===== config.mk =====
export PLATFORM = sky130hd
export DESIGN_NAME = data_sram_bridge
export DESIGN_NICKNAME = d
export VERILOG_FILES = /design/src/rtl/data_sram_bridge.sv
export SDC_FILE = /design/constraint.sdc
export NUM_CORES = 1
export LEC_CHECK = 0
export BUFFER_PORTS_ARGS = -buffer_cell sky130_fd_sc_hd__buf_4
export CORE_MARGIN = 4
export CORE_UTILIZATION = 47
export CTS_CLUSTER_DIAMETER = 150
export CTS_CLUSTER_SIZE = 12
export DETAILED_ROUTE_END_ITERATION = 6
export GPL_ROUTABILITY_DRIVEN = 0
export PLACE_DENSITY = 0.89
export SYNTH_ARGS = -nofsm -noshare
export SYNTH_HDL_FRONTEND = slang
export SYNTH_SLANG_ARGS = --single-unit

===== constraint.sdc =====
create_clock -name clk -period 2.2 [get_ports clk]
set_input_delay 0.11 -clock clk [delete_from_list [all_inputs] [get_ports clk]]
set_output_delay 0.11 -clock clk [all_outputs]
set_load 0.02 [all_outputs]

===== src/rtl/data_sram_bridge.sv =====
// rtl/data_sram_bridge.sv - M-stage bridge onto a split-handshake SRAM-like data bus
module data_sram_bridge #(
  parameter int unsigned MAX_WAIT = 255
) (
  input  logic        clk,
  input  logic        reset,
  input  logic        mem_req,
  input  logic        mem_wr,
  input  logic [3:0]  mem_wea,
  input  logic [1:0]  mem_size,
  input  logic [31:0] mem_addr,
  input  logic [31:0] mem_wdata,
  input  logic        cpu_hold,
  output logic [31:0] mem_rdata,
  output logic        mem_stall,
  output logic        bus_err,
  output logic        data_req,
  output logic        data_wr,
  output logic [1:0]  data_size,
  output logic [31:0] data_addr,
  output logic [31:0] data_wdata,
  input  logic        data_addr_ok,
  input  logic        data_data_ok,
  input  logic [31:0] data_rdata
);

  typedef enum logic [1:0] {
    S_IDLE = 2'd0,
    S_REQ  = 2'd1,
    S_WAIT = 2'd2,
    S_DONE = 2'd3
  } state_t;

  // Last counter value before a missing data_ok is declared a timeout.
  localparam logic [7:0] LP_LAST = 8'(MAX_WAIT - 1);

  state_t      r_state;
  state_t      w_next;
  logic        r_wr;
  logic [1:0]  r_size;
  logic [31:0] r_addr;
  logic [31:0] r_wdata;
  logic [7:0]  r_cnt;
  logic [31:0] r_rdata;
  logic [1:0]  w_store_size;
  logic        w_capture;
  logic        w_timeout;

  // Bus size for a store follows the byte-enable pattern; odd patterns fall back to word.
  always_comb begin
    w_store_size = 2'd2;
    case (mem_wea)
      4'b1111:                            w_store_size = 2'd2;
      4'b0011, 4'b1100:                   w_store_size = 2'd1;
      4'b0001, 4'b0010, 4'b0100, 4'b1000: w_store_size = 2'd0;
      default:                            w_store_size = 2'd2;
    endcase
  end

  // Next-state logic plus the capture/timeout strobes used by the register process.
  always_comb begin
    w_next    = r_state;
    w_capture = 1'b0;
    w_timeout = 1'b0;
    case (r_state)
      S_IDLE: begin
        if (mem_req) w_next = S_REQ;
      end
      S_REQ: begin
        if (data_addr_ok) begin
          if (data_data_ok) begin
            w_next    = S_DONE;
            w_capture = 1'b1;
          end else begin
            w_next = S_WAIT;
          end
        end
      end
      S_WAIT: begin
        if (data_data_ok) begin
          w_next    = S_DONE;
          w_capture = 1'b1;
        end else if (r_cnt == LP_LAST) begin
          w_next    = S_DONE;
          w_timeout = 1'b1;
        end
      end
      S_DONE: begin
        if (!cpu_hold) w_next = S_IDLE;
      end
      default: w_next = S_IDLE;
    endcase
  end

  // State, latched request fields, wait counter and held read data.
  always_ff @(posedge clk) begin
    if (!reset) begin
      r_state <= S_IDLE;
      r_wr    <= 1'b0;
      r_size  <= 2'd0;
      r_addr  <= 32'd0;
      r_wdata <= 32'd0;
      r_cnt   <= 8'd0;
      r_rdata <= 32'd0;
    end else begin
      r_state <= w_next;
      if (r_state == S_IDLE && mem_req) begin
        r_wr    <= mem_wr;
        r_size  <= mem_wr ? w_store_size : mem_size;
        r_addr  <= mem_addr;
        r_wdata <= mem_wdata;
      end
      if (r_state == S_REQ && data_addr_ok && !data_data_ok) begin
        r_cnt <= 8'd0;
      end else if (r_state == S_WAIT) begin
        r_cnt <= r_cnt + 8'd1;
      end
      // Stores never return data, so they leave zero behind.
      if (w_capture) begin
        r_rdata <= r_wr ? 32'd0 : data_rdata;
      end else if (w_timeout) begin
        r_rdata <= 32'd0;
      end
    end
  end

  assign data_req   = (r_state == S_REQ);
  assign data_wr    = r_wr;
  assign data_size  = r_size;
  assign data_addr  = r_addr;
  assign data_wdata = r_wdata;
  assign mem_rdata  = r_rdata;
  assign bus_err    = w_timeout;
  // Combinational so a fresh request stalls in the cycle it first appears.
  assign mem_stall  = mem_req & (r_state != S_DONE);

endmodule


### Yosys cells after proc, flatten, opt, wreduce, memory -nomap -nowiden

Index checks and enable logic that the tools add are counted.

* flip-flop bits (word level): 109
* bits of input ports: 109
* output and inout bits: 102
* word-level logic and storage cells: 53

* add/sub/neg operators: 1
* equal/unequal tests: 15
* muxes and demuxes: 18
* bitwise logic cells: 2
* reductions and logical operators: 10

Operators with widths (number)
* 32-bit 2-to-1 mux: 3
* 2-bit 2-to-1 mux: 6
* 8-bit by 1-bit adder with 8-bit output (second input constant): 1
* 4-bit by 2-bit == test with 1-bit output (second input constant): 2
* 4-bit == test (second input constant): 2
* 8-bit == test (second input constant): 1
* 2-bit case mux with 4 select lines: 1
* 1-bit 2-to-1 mux: 6
* 2-bit != test (second input constant): 3
* 2-bit == test (second input constant): 2
* 4-bit by 1-bit == test with 1-bit output (second input constant): 1
* 4-bit by 3-bit == test with 1-bit output (second input constant): 1
* 2-bit case mux with 2 select lines: 1
* 4-bit AND reduction: 1
* 2-bit OR reduction: 2
* 4-bit OR reduction: 1
* 1-bit logical AND: 3
* 3-bit != test (second input constant): 1
* 2-bit by 1-bit == test with 1-bit output (second input constant): 1
* 2-bit zero test: 1
* 2-bit by 1-bit != test with 1-bit output (second input constant): 1
* 1-bit case mux with 2 select lines: 1
* 2-bit nonzero test: 1
* 1-bit bitwise AND: 1
* 2 further kinds: 2

### Longest topological paths before layout

Gate-level depths: netlist of run 1.

* depth after elaboration: 6
* gate-level depth with buffers: 8
* depth with buffers taken out: 6

### Worst setup path after synthesis of run 1

OpenSTA, ideal clock, no wires.

* path type: register to register
* from: reg r_state[1]
* to: reg r_rdata[10] (netlist: mem_rdata[10])
* setup time: 0.116 ns
* arrival: 1.485 ns
* required time: 2.084 ns
* setup slack: 0.599 ns
* stages on the path, launching flop included: 8
* path buffers: 1
* clock period less this slack: 1.601 ns
* cell sequence: dfxtp_1 inv_1 ha_1 nand2_1 o21bai_1 buf_2 a21bo_1 a21boi_1

* word-level cells in the longest chain between the ends: 3
* elaborated cells between the ends (all ways): 6
* classes of those cells: eq/ne: 2; mux: 3; reduce/logical: 1

Ends and longest elaborated chain
* start, declared: RTL line 37 `state_t r_state;`
* start signal, assigned: RTL line 106 `r_state <= w_next;`
* 2-bit by 1-bit == test with 1-bit output (*)
* via data_req: RTL line 17 `output logic data_req,`
* 1-bit case mux with 2 select lines (*): RTL line 65 `case (r_state)`
* 32-bit 2-to-1 mux or 2-bit nonzero test (tied branches)
* end signal, assigned: RTL line 120 `r_rdata <= r_wr ? 32'd0 : data_rdata;`
* end, declared: RTL line 44 `logic [31:0] r_rdata;`

Mark *: on every way through the listed nets, which the timed path passes. The rest lies on a longest branch.
A chain may end at the register's enable or synchronous reset.

### Worst setup path in the final report of run 1

* from: reg r_cnt[1]
* to: out bus_err

* word-level cells in the longest chain between the ends: 4

Ends and longest elaborated chain
* start, declared: RTL line 43 `logic [7:0] r_cnt;`
* start signal, assigned: RTL line 116 `r_cnt <= r_cnt + 8'd1;`
* 8-bit == test: RTL line 83 `end else if (r_cnt == LP_LAST) begin`
* 1-bit 2-to-1 mux: RTL line 83
* 1-bit 2-to-1 mux: RTL line 80 `if (data_data_ok) begin`
* 1-bit 2-to-1 mux: RTL line 65
* end, declared: RTL line 16 `output logic bus_err,`

Every way passes these cells.

==> run metrics, run 1 <==
status=finished, final reports clean; ranking of synthesized cells by area=dfxtp_1, nand2_1, a21boi_0; initial antenna violation count=0; I/O Buffers=210; Reg power frac=40.3%; Worst Path Required=2.09 ns; share of the synthesized area in the top cell type=48.1%; hold_sp=mem_wdata[15]; sw power=2.36 mW; post-DR wirelength/cell=16.4 µm; Synth Area in Simple Gates=17.4%; FMAX=505 MHz; #FFs+latches synth=109; Fin Hold WS=0.0138 ns; I/O Pins=211; Post-route DRC=0; Tcrit/Tclk final=90.0%; WS Path Type=flip-flop to primary output; final WL=14900 µm; Final #Nets=886; vias in the first global route=4731; internal power=3.78 mW; post-synthesis mux area share=0.441%; post-synthesis cell count=510; H-tree levels=3; drt pass-1 iters=4; FF-to-FF path depth=5; Setup Skew=0.0110 ns; pins over their slew limit=0; final instance area=0.00706 mm²; synth warn=0; CTS Sinks=109; PwrDens=869 mW/mm²; Layout Utilization=75.7%; Synth Area in Compound Gates=26.3%; Tot GR Track Use=25.5%; dpl ws=0.0397 ns; final setup violating endpoints=0; static leakage=3.09 nW; Die Height=106 µm; Clock power frac=19.2%; Hold Violations, Final=0; Yosys top cell by area=dfxtp_1; grt total ovfl=0; Arrival @ worst endpoint=1.87 ns; final setup margin=0.219 ns; Synth Flop Type=dfxtp_1; first-pass GRT wire length=23300 µm; EDFF count, synth=0; Clk pin slew, worst setup/hold paths=0.10 ns; Vias=4596; CP endpoint kind=primary output; CTS tree=built; most frequent cells in the layout=buf_4, nand2_1, dfxtp_1; Initial Utilization=48.6%; asr flop ratio synth=0%; DRT iter0 DRCs=194; Gate power share=40.5%; HP Class=input pin to flip-flop; post-route ant nets=0; Distinct cells, synth=39; Worst Hold End=data_wdata[15]; critical path launch point type=flip-flop; CORE AREA=0.00933 mm²; diode count=0; Core Rows=35; xor and xnor area share after synthesis=1.16%; FF-to-FF Start=r_cnt[1]; Post-Syn Nets=626; syn_area_per_cell=8.90 µm²; reg-to-reg endpoint=mem_rdata[31]; Chip Width=106 µm; commonest non-fill, non-tap cell in the layout=buf_4; Switching Fraction=38.5%; largest family of logic cells by synthesized area=compound AO/OA/AOI/OAI gates; CTS root buffer=clkbuf_8; clock latency on the worst-skew pair=0.36 ns; sequential area share after synthesis=48.1%; Setup TNS Final=0 ns; Area growth syn-to-layout=55.7%; Num CTS Buffers=9; Final min period=1.98 ns; Slew headroom=48.5%; Post-CTS Setup Inserts=0; share of cells above drive strength 1=31.2%; DP Wirelength=9210 µm; Post-Synth Adder-Cell Area=1.93%; DR vias/cell=5.08; area of the mapped netlist=0.00454 mm²; clk buf depth=2; Max Cap Violations=0; largest net degree at the start of global routing=76; reg2reg setup slack=0.25 ns; maximum VDD drop=0.000506 V; RSZ-0062 raised after global routing=no; die footprint=0.0113 mm²; Hold Path Cell Cnt=3; Worst-Margin Slew=0.772 ns; Critical Path Fanout Max=5; Post-DP Area=0.00617 mm²
what timing repair did:
item / 4_1_cts / 5_1_grt
hold buffers: 68 / 0
resized for setup: 0 / 1
endpoints found under the hold margin: 68 / 0
setup endpoints to repair: 0 / 32
cell usage after synthesis, types with 2 or more instances:
cell type / count
nor2_1: 9
xor2_1: 3
a21oi_1: 4
clkbuf_1: 17
xnor2_1: 3
dfxtp_1: 109
ha_1: 7
nand2_1: 170
nand4_1: 2
a21bo_2: 2
buf_6: 6
o21ai_1: 2
or3_1: 2
nand3_1: 3
inv_1: 5
nor2b_1: 2
buf_1: 3
a21boi_1: 31
mux2i_1: 2
o21ai_0: 3
buf_2: 10
a21bo_1: 30
a211oi_1: 2
a21boi_0: 67
a21o_1: 2
layer usage:
layer  up-vias  track usage, %  wire, µm
met1      2135            28.3      5720
met4         0            10.3       468
li1       2214               -         -
met5         -               0         0
met3        42            7.16      1240
met2       205            45.6      7430
through the flow:
stage	total power, mW	cells
floorplan	3.94	510
global placement	4.74	819
detailed placement	4.84	819
CTS	6.10	903
global route	6.49	904
finish	6.14	904
how the worst max path moves through the flow:
stage                     from            end  slack (ns)  cells after the start
floorplan           r_state[1]  mem_rdata[10]        0.60                      7
global placement      r_cnt[0]  mem_rdata[31]        0.12                      6
detailed placement    r_cnt[1]  mem_rdata[31]        0.04                      5
CTS                   r_cnt[1]  mem_rdata[31]        0.02                      5
global route          r_cnt[1]        bus_err        0.10                      5
finish                r_cnt[1]        bus_err        0.22                      5
registers in the layout, summed over array words and instances, names as in the netlist:
signal	flops
data_addr	32
data_wdata	32
mem_rdata	32
r_cnt	8
data_size	2
r_state	2
data_wr	1
cells by family after synthesis:
family                   Yosys count
AND/OR/NAND/NOR                  196
AO/OA/AOI/OAI                    149
flip-flops                       109
buffers and inverters             41
adder cells (fa/ha/maj)            7
XOR/XNOR                           6
multiplexers                       2
power by group through the flow:
stage / Clock, mW / Combinational (mW) / Sequential (mW)
floorplan: 0 / 1.11 / 2.82
global placement: 0 / 2.25 / 2.50
detailed placement: 0 / 2.32 / 2.51
CTS: 1.20 / 2.43 / 2.47
global route: 1.28 / 2.69 / 2.52
finish: 1.18 / 2.49 / 2.48
layout make-up:
cell class / instances / area (µm²)
well taps: 129 / 161
repair buffers: 284 / 2330
flip-flops and latches: 109 / 2180
clock buffers: 11 / 151
multi-input cells: 361 / 2180
clock inverters: 5 / 42.5
fillers: 597 / 2270
inverters: 5 / 18.8
critical path, stage by stage (launching register included):
cell,delay (ns)
dfxtp_1,0.41
ha_1,0.19
nand3_1,0.24
or2_1,0.34
and2b_1,0.20
buf_4,0.14
No activity file was read; power rests on OpenSTA's default activity.
==> inputs of run 2 (changes only) <==
--- a/config.mk
+++ b/config.mk
@@ -12,7 +12,8 @@
 export CTS_CLUSTER_SIZE = 12
 export DETAILED_ROUTE_END_ITERATION = 6
 export GPL_ROUTABILITY_DRIVEN = 0
-export PLACE_DENSITY = 0.89
+export PLACE_DENSITY = 0.81
+export SLEW_MARGIN = 20
 export SYNTH_ARGS = -nofsm -noshare
 export SYNTH_HDL_FRONTEND = slang
 export SYNTH_SLANG_ARGS = --single-unit
==> run 2 against run 1 <==
Via count fell by 0.87%. Highest routed layer unchanged. Utilization rose by 1.1 points. Fmax decreased by 0.33%. Critical path type is now flip-flop to flip-flop. Largest cell class unchanged. Non-clock buffer count up 10. Sequential power hardly changed. Critical path depth grew 1. Cell area up 1.4%. First-iteration DRC count is 24% lower.
==> run metrics, run 2 (synthesized netlist as in run 1, its figures left out) <==
I/O Buffers=210 (unchanged); maximum VDD drop=0.000491 V (was 0.000506 V); Worst Path Required=2.45 ns (was 2.09 ns); final setup margin=0.213 ns (was 0.219 ns); Tot GR Track Use=24.6% (was 25.5%); final WL=14200 µm (was 14900 µm); Final #Nets=895 (was 886); clk buf depth=2 (unchanged); final setup violating endpoints=0 (unchanged); Num CTS Buffers=9 (unchanged); I/O Pins=211 (unchanged); post-DR wirelength/cell=15.6 µm (was 16.4 µm); DP Wirelength=9250 µm (was 9210 µm); total power=6.29 mW (was 6.14 mW); PwrDens=879 mW/mm² (was 869 mW/mm²); HP Class=input pin to flip-flop (unchanged); clock latency on the worst-skew pair=0.37 ns (was 0.36 ns); Max Cap Violations=0 (unchanged); diode count=0 (unchanged); CTS tree=built (unchanged); Worst-Margin Slew=0.793 ns (was 0.772 ns); dpl ws=0.270 ns (was 0.0397 ns); most frequent cells in the layout=buf_4, nand2_1, dfxtp_1 (unchanged); CTS Sinks=109 (unchanged); Die Height=106 µm (unchanged); Post-route DRC=0 (unchanged); vias in the first global route=4623 (was 4731); Final min period=1.99 ns (was 1.98 ns); share of cells above drive strength 1=30.9% (was 31.2%); Post-CTS Setup Inserts=0 (unchanged); commonest non-fill, non-tap cell in the layout=buf_4 (unchanged); grt total ovfl=0 (unchanged); Chip Width=106 µm (unchanged); Setup Skew=0.0174 ns (was 0.0110 ns); largest net degree at the start of global routing=61 (was 76); Slew headroom=47.0% (was 48.5%); Vias=4556 (was 4596); Initial Utilization=48.6% (unchanged); Core Rows=35 (unchanged); DR vias/cell=5.00 (was 5.08); Crit. Startpoint=r_state[0] (was r_cnt[1]); Critical Path Fanout Max=32 (was 5); CORE AREA=0.00933 mm² (unchanged); post-route ant nets=0 (unchanged); first-pass GRT wire length=22600 µm (was 23300 µm); Hold Violations, Final=0 (unchanged); Worst setup endpoint=mem_rdata[0] (was bus_err); FF-to-FF Start=r_state[0] (was r_cnt[1]); WS Path Type=flip-flop to flip-flop (was flip-flop to primary output); reg2reg setup slack=0.21 ns (was 0.25 ns); reg-to-reg endpoint=mem_rdata[0] (was mem_rdata[31]); DRT iter0 DRCs=147 (was 194); die footprint=0.0113 mm² (unchanged); RSZ-0062 raised after global routing=no (unchanged); status=finished, final reports clean (unchanged); H-tree levels=3 (unchanged); initial antenna violation count=0 (unchanged); Clk pin slew, worst setup/hold paths=0.11 ns (was 0.10 ns); Arrival @ worst endpoint=2.24 ns (was 1.87 ns); cts repair resizes=0 (unchanged); FMAX=503 MHz (was 505 MHz); pins over their slew limit=0 (unchanged); CTS root buffer=clkbuf_8 (unchanged); drt pass-1 iters=4 (unchanged); CP endpoint kind=flip-flop (was primary output); static leakage=3.13 nW (was 3.09 nW); Area growth syn-to-layout=57.9% (was 55.7%); FF-to-FF path depth=6 (was 5); critical path launch point type=flip-flop (unchanged); Tcrit/Tclk final=90.3% (was 90.0%)
-- run 2: critical path, stage by stage, from the launching register on --
cell and delay (ns):
dfxtp_1 0.41, inv_1 0.11, ha_1 0.33, nand2_2 0.08
o21bai_4 0.63, a21bo_2 0.24, a21boi_0 0.07
-- run 2: timing repair --
| item | 4_1_cts | 5_1_grt |
|---|---|---|
| endpoints found under the hold margin | 70 | 5 |
| hold buffers | 70 | 5 |
| setup endpoints to repair | 0 | 0 |
-- run 2: report_power, final --
part	switching, mW	internal, mW	total, mW
logic	1.46	1.03	2.49
clock network	0.677	0.643	1.32
registers	0.199	2.28	2.48
total	2.34	3.96	6.29
-- run 2: layer usage --
metal  GRT usage, %  vias up  part of all wire [%]
met5              0        -                     0
met4           8.23        0                   2.2
met3           7.65       29                   9.0
met2           43.5      186                    49
met1           28.1     2125                    40
li1               -     2216                     -
-- run 2: final cells by class --
class	count	area, µm²
clock buffer	10	128
clock inverter	5	85.1
fill	622	2160
inverter	5	18.8
multi-input combinational	360	2160
sequential	109	2180
tap	129	161
timing repair buffer	294	2420
-- run 2: how the worst min path moves through the flow --
| stage | slack (ns) | depth (start not counted) | end | from |
|---|---|---|---|---|
| 5_1_grt | 0.004 | 3 | data_addr[23] | mem_addr[23] |
| 3_3_place_gp | 0.36 | 3 | mem_rdata[6] | data_rdata[6] |
| 6_report | 0.0005 | 3 | data_addr[31] | mem_addr[31] |
| 3_5_place_dp | 0.37 | 3 | mem_rdata[6] | data_rdata[6] |
| 4_1_cts | 0.0009 | 3 | mem_rdata[11] | data_rdata[11] |
| 2_1_floorplan | 0.24 | 2 | mem_rdata[10] | data_rdata[10] |
-- run 2: through the flow --
step | hold WS [ns] | setup TNS (ns) | util, % | instance area [µm²] | cells
detailed placement | 0.367 | 0 | 66.5 | 6200 | 822
CTS | 0.000942 | 0 | 76.3 | 7110 | 907
global placement | 0.360 | -0.0240 | 66.3 | 6180 | 821
floorplan | 0.245 | 0 | - | 4540 | 510
global route | 0.00442 | 0 | 76.8 | 7160 | 912
finish | 0.000526 | 0 | 76.8 | 7160 | 912
==> inputs of run 3 (changes only) <==
--- a/config.mk
+++ b/config.mk
@@ -6,13 +6,13 @@
 export NUM_CORES = 1
 export LEC_CHECK = 0
 export BUFFER_PORTS_ARGS = -buffer_cell sky130_fd_sc_hd__buf_4
-export CORE_MARGIN = 4
-export CORE_UTILIZATION = 47
+export CORE_MARGIN = 2
+export CORE_UTILIZATION = 50
 export CTS_CLUSTER_DIAMETER = 150
 export CTS_CLUSTER_SIZE = 12
 export DETAILED_ROUTE_END_ITERATION = 6
 export GPL_ROUTABILITY_DRIVEN = 0
-export PLACE_DENSITY = 0.81
+export PLACE_DENSITY = 0.85
 export SLEW_MARGIN = 20
 export SYNTH_ARGS = -nofsm -noshare
 export SYNTH_HDL_FRONTEND = slang
==> constraint.sdc (replaced) <==
create_clock -name clk -period 2.5 [get_ports clk]
set_input_delay 0.125 -clock clk [delete_from_list [all_inputs] [get_ports clk]]
set_output_delay 0.125 -clock clk [all_outputs]
set_load 0.02 [all_outputs]
==> run 3 against run 2 <==
Worst setup slack better by 0.22 ns. Cell area is 0.54% lower. Combinational power is 12% lower. Clock skew hardly changed. Routed wire length is 3.9% higher. Via count is 3.0% higher. Critical endpoint is now mem_rdata[15]. Largest cell class unchanged.
==> run metrics, run 3 (synthesized netlist as in run 1, its figures left out) <==
commonest non-fill, non-tap cell in the layout=buf_4 (unchanged); Critical Path Fanout Max=22 (was 32); first-pass GRT wire length=23300 µm (was 22600 µm); clk buf depth=2 (unchanged); DR vias/cell=5.26 (was 5.00); pins over their slew limit=0 (unchanged); I/O Pins=211 (unchanged); Setup Skew=0.0172 ns (was 0.0174 ns); Tcrit/Tclk final=82.8% (was 90.3%); final WL=14800 µm (was 14200 µm); die footprint=0.00985 mm² (was 0.0113 mm²); CTS Sinks=109 (unchanged); worst path cell trace=inv_1 -> ha_1 -> nand2_2 -> o21bai_4 -> buf_4 -> a21bo_1 -> a21boi_1 (was inv_1 -> ha_1 -> nand2_2 -> o21bai_4 -> a21bo_2 -> a21boi_0); Area growth syn-to-layout=57.0% (was 57.9%); vias in the first global route=4791 (was 4623); final setup violating endpoints=0 (unchanged); DRT iter0 DRCs=156 (was 147); I/O Buffers=210 (unchanged); Worst-Margin Slew=0.578 ns (was 0.793 ns); Arrival @ worst endpoint=2.34 ns (was 2.24 ns); register area=0.00218 mm² (unchanged); Core Rows=34 (was 35); PwrDens=772 mW/mm² (was 879 mW/mm²); CP endpoint kind=flip-flop (unchanged); Initial Utilization=51.8% (was 48.6%); Final min period=2.07 ns (was 1.99 ns); grt total ovfl=0 (unchanged); CTS tree=built (unchanged); Hold Violations, Final=0 (unchanged); footprint of the multi-input gates=0.00216 mm² (about the same); Slew headroom=61.2% (was 47.0%); Worst path slowest cell=o21bai_4 (unchanged); CORE AREA=0.00876 mm² (was 0.00933 mm²); Post-CTS Setup Inserts=0 (unchanged); maximum VDD drop=0.000403 V (was 0.000491 V); drt pass-1 iters=4 (unchanged); Post-route DRC=0 (unchanged); clock latency on the worst-skew pair=0.38 ns (was 0.37 ns); Largest stage delay, worst path=0.47 ns (was 0.63 ns); post-route ant nets=0 (unchanged); static leakage=3.13 nW (about the same); Die Height=99.3 µm (was 106 µm); FMAX=483 MHz (was 503 MHz); Num CTS Buffers=9 (unchanged); Chip Width=99.3 µm (was 106 µm); post-DR wirelength/cell=16.6 µm (was 15.6 µm); initial antenna violation count=0 (unchanged); WS Path Type=flip-flop to flip-flop (unchanged); diode count=0 (unchanged); Max Cap Violations=0 (unchanged); Clk pin slew, worst setup/hold paths=0.10 ns (was 0.11 ns); Tot GR Track Use=29.2% (was 24.6%); RSZ-0062 raised after global routing=no (unchanged); most frequent cells in the layout=buf_4, nand2_1, dfxtp_1 (unchanged); Worst Path Required=2.77 ns (was 2.45 ns); # fillers=517 (was 622); H-tree levels=3 (unchanged); status=finished, final reports clean (unchanged); Non-Filler Instances=892 (was 912); share of cells above drive strength 1=30.9% (about the same); Setup TNS Final=0 ns (unchanged); CTS root buffer=clkbuf_8 (unchanged); Final #Nets=895 (unchanged); critical path launch point type=flip-flop (unchanged); largest net degree at the start of global routing=70 (was 61); HP Class=input pin to flip-flop (unchanged); Vias=4693 (was 4556); DP Wirelength=8810 µm (was 9250 µm); dpl cells=799 (was 822)
[run 3: changes by cell type in the layout (fill, tap and decap cells not counted)]
cell / before / now
buf_6: 1 / 0
inv_6: 1 / 2
dlygate4sd3_1: 75 / 77
inv_8: 0 / 1
clkbuf_1: 1 / 0
clkinv_2: 0 / 1
clkinv_4: 1 / 2
clkinvlp_4: 1 / 0
nor3_2: 0 / 1
bufinv_16: 2 / 1
buf_4: 216 / 215
nor3_4: 1 / 0
[run 3: layout make-up]
| cell class | instances | share of cell area (%) |
|---|---|---|
| Clock inverter | 7 | 1.14 |
| Inverter | 5 | 0.263 |
| Clock buffer | 9 | 1.74 |
| Sequential cell | 109 | 30.6 |
| Multi-Input combinational cell | 360 | 30.3 |
| Tap cell | 108 | 1.90 |
| Timing Repair Buffer | 294 | 34.0 |
[run 3: where the power goes]
group          switching [mW]  internal, mW  leakage, nW
Combinational            1.30         0.901         2.14
Clock                   0.631         0.480        0.106
Sequential              0.181          2.01        0.889
Total                    2.11          3.39         3.13
[run 3: routing by layer]
metal	wire, µm	vias up	GRT usage, %
li1	-	2221	-
met1	5590	2222	32.1
met2	7580	220	53.0
met3	1290	30	9.98
met4	311	0	9.06
met5	0	-	0
[run 3: final timing paths]
kind                  from             to  slack [ns]  cells after the start
min reg2reg  data_addr[24]  data_addr[24]        0.47                      2
max reg2reg     r_state[0]  mem_rdata[15]        0.43                      7
min          data_rdata[0]   mem_rdata[0]        0.01                      3
max             r_state[0]  mem_rdata[15]        0.43                      7
[run 3: what timing repair did]
action	4_1_cts	5_1_grt
gates resized for setup	0	1
endpoints found under the setup margin	0	7
hold buffers	73	4
hold endpoints to repair	73	4
[run 3: through the flow]
| step | util (%) | cell area [µm²] | hold slack, ns | setup WS (ns) | power (mW) |
|---|---|---|---|---|---|
| finish | 81.3 | 7120 | 0.0138 | 0.430 | 5.50 |
| global route | 81.3 | 7120 | 0.00363 | 0.279 | 5.80 |
| CTS | 80.8 | 7080 | 0.000107 | 0.171 | 5.44 |
| detailed placement | 70.1 | 6140 | 0.383 | 0.195 | 4.25 |
| global placement | 70.1 | 6140 | 0.374 | 0.338 | 4.16 |
| floorplan | - | 4540 | 0.260 | 0.899 | 3.46 |
[run 3: worst max-delay path, delay by kind of cell (launching register included)]
family                   cells  cell delay [ns]
buffers and inverters        2             0.41
adder cells (fa/ha/maj)      1             0.34
AO/OA/AOI/OAI                3             0.67
AND/OR/NAND/NOR              1             0.11
flip-flops                   1             0.43
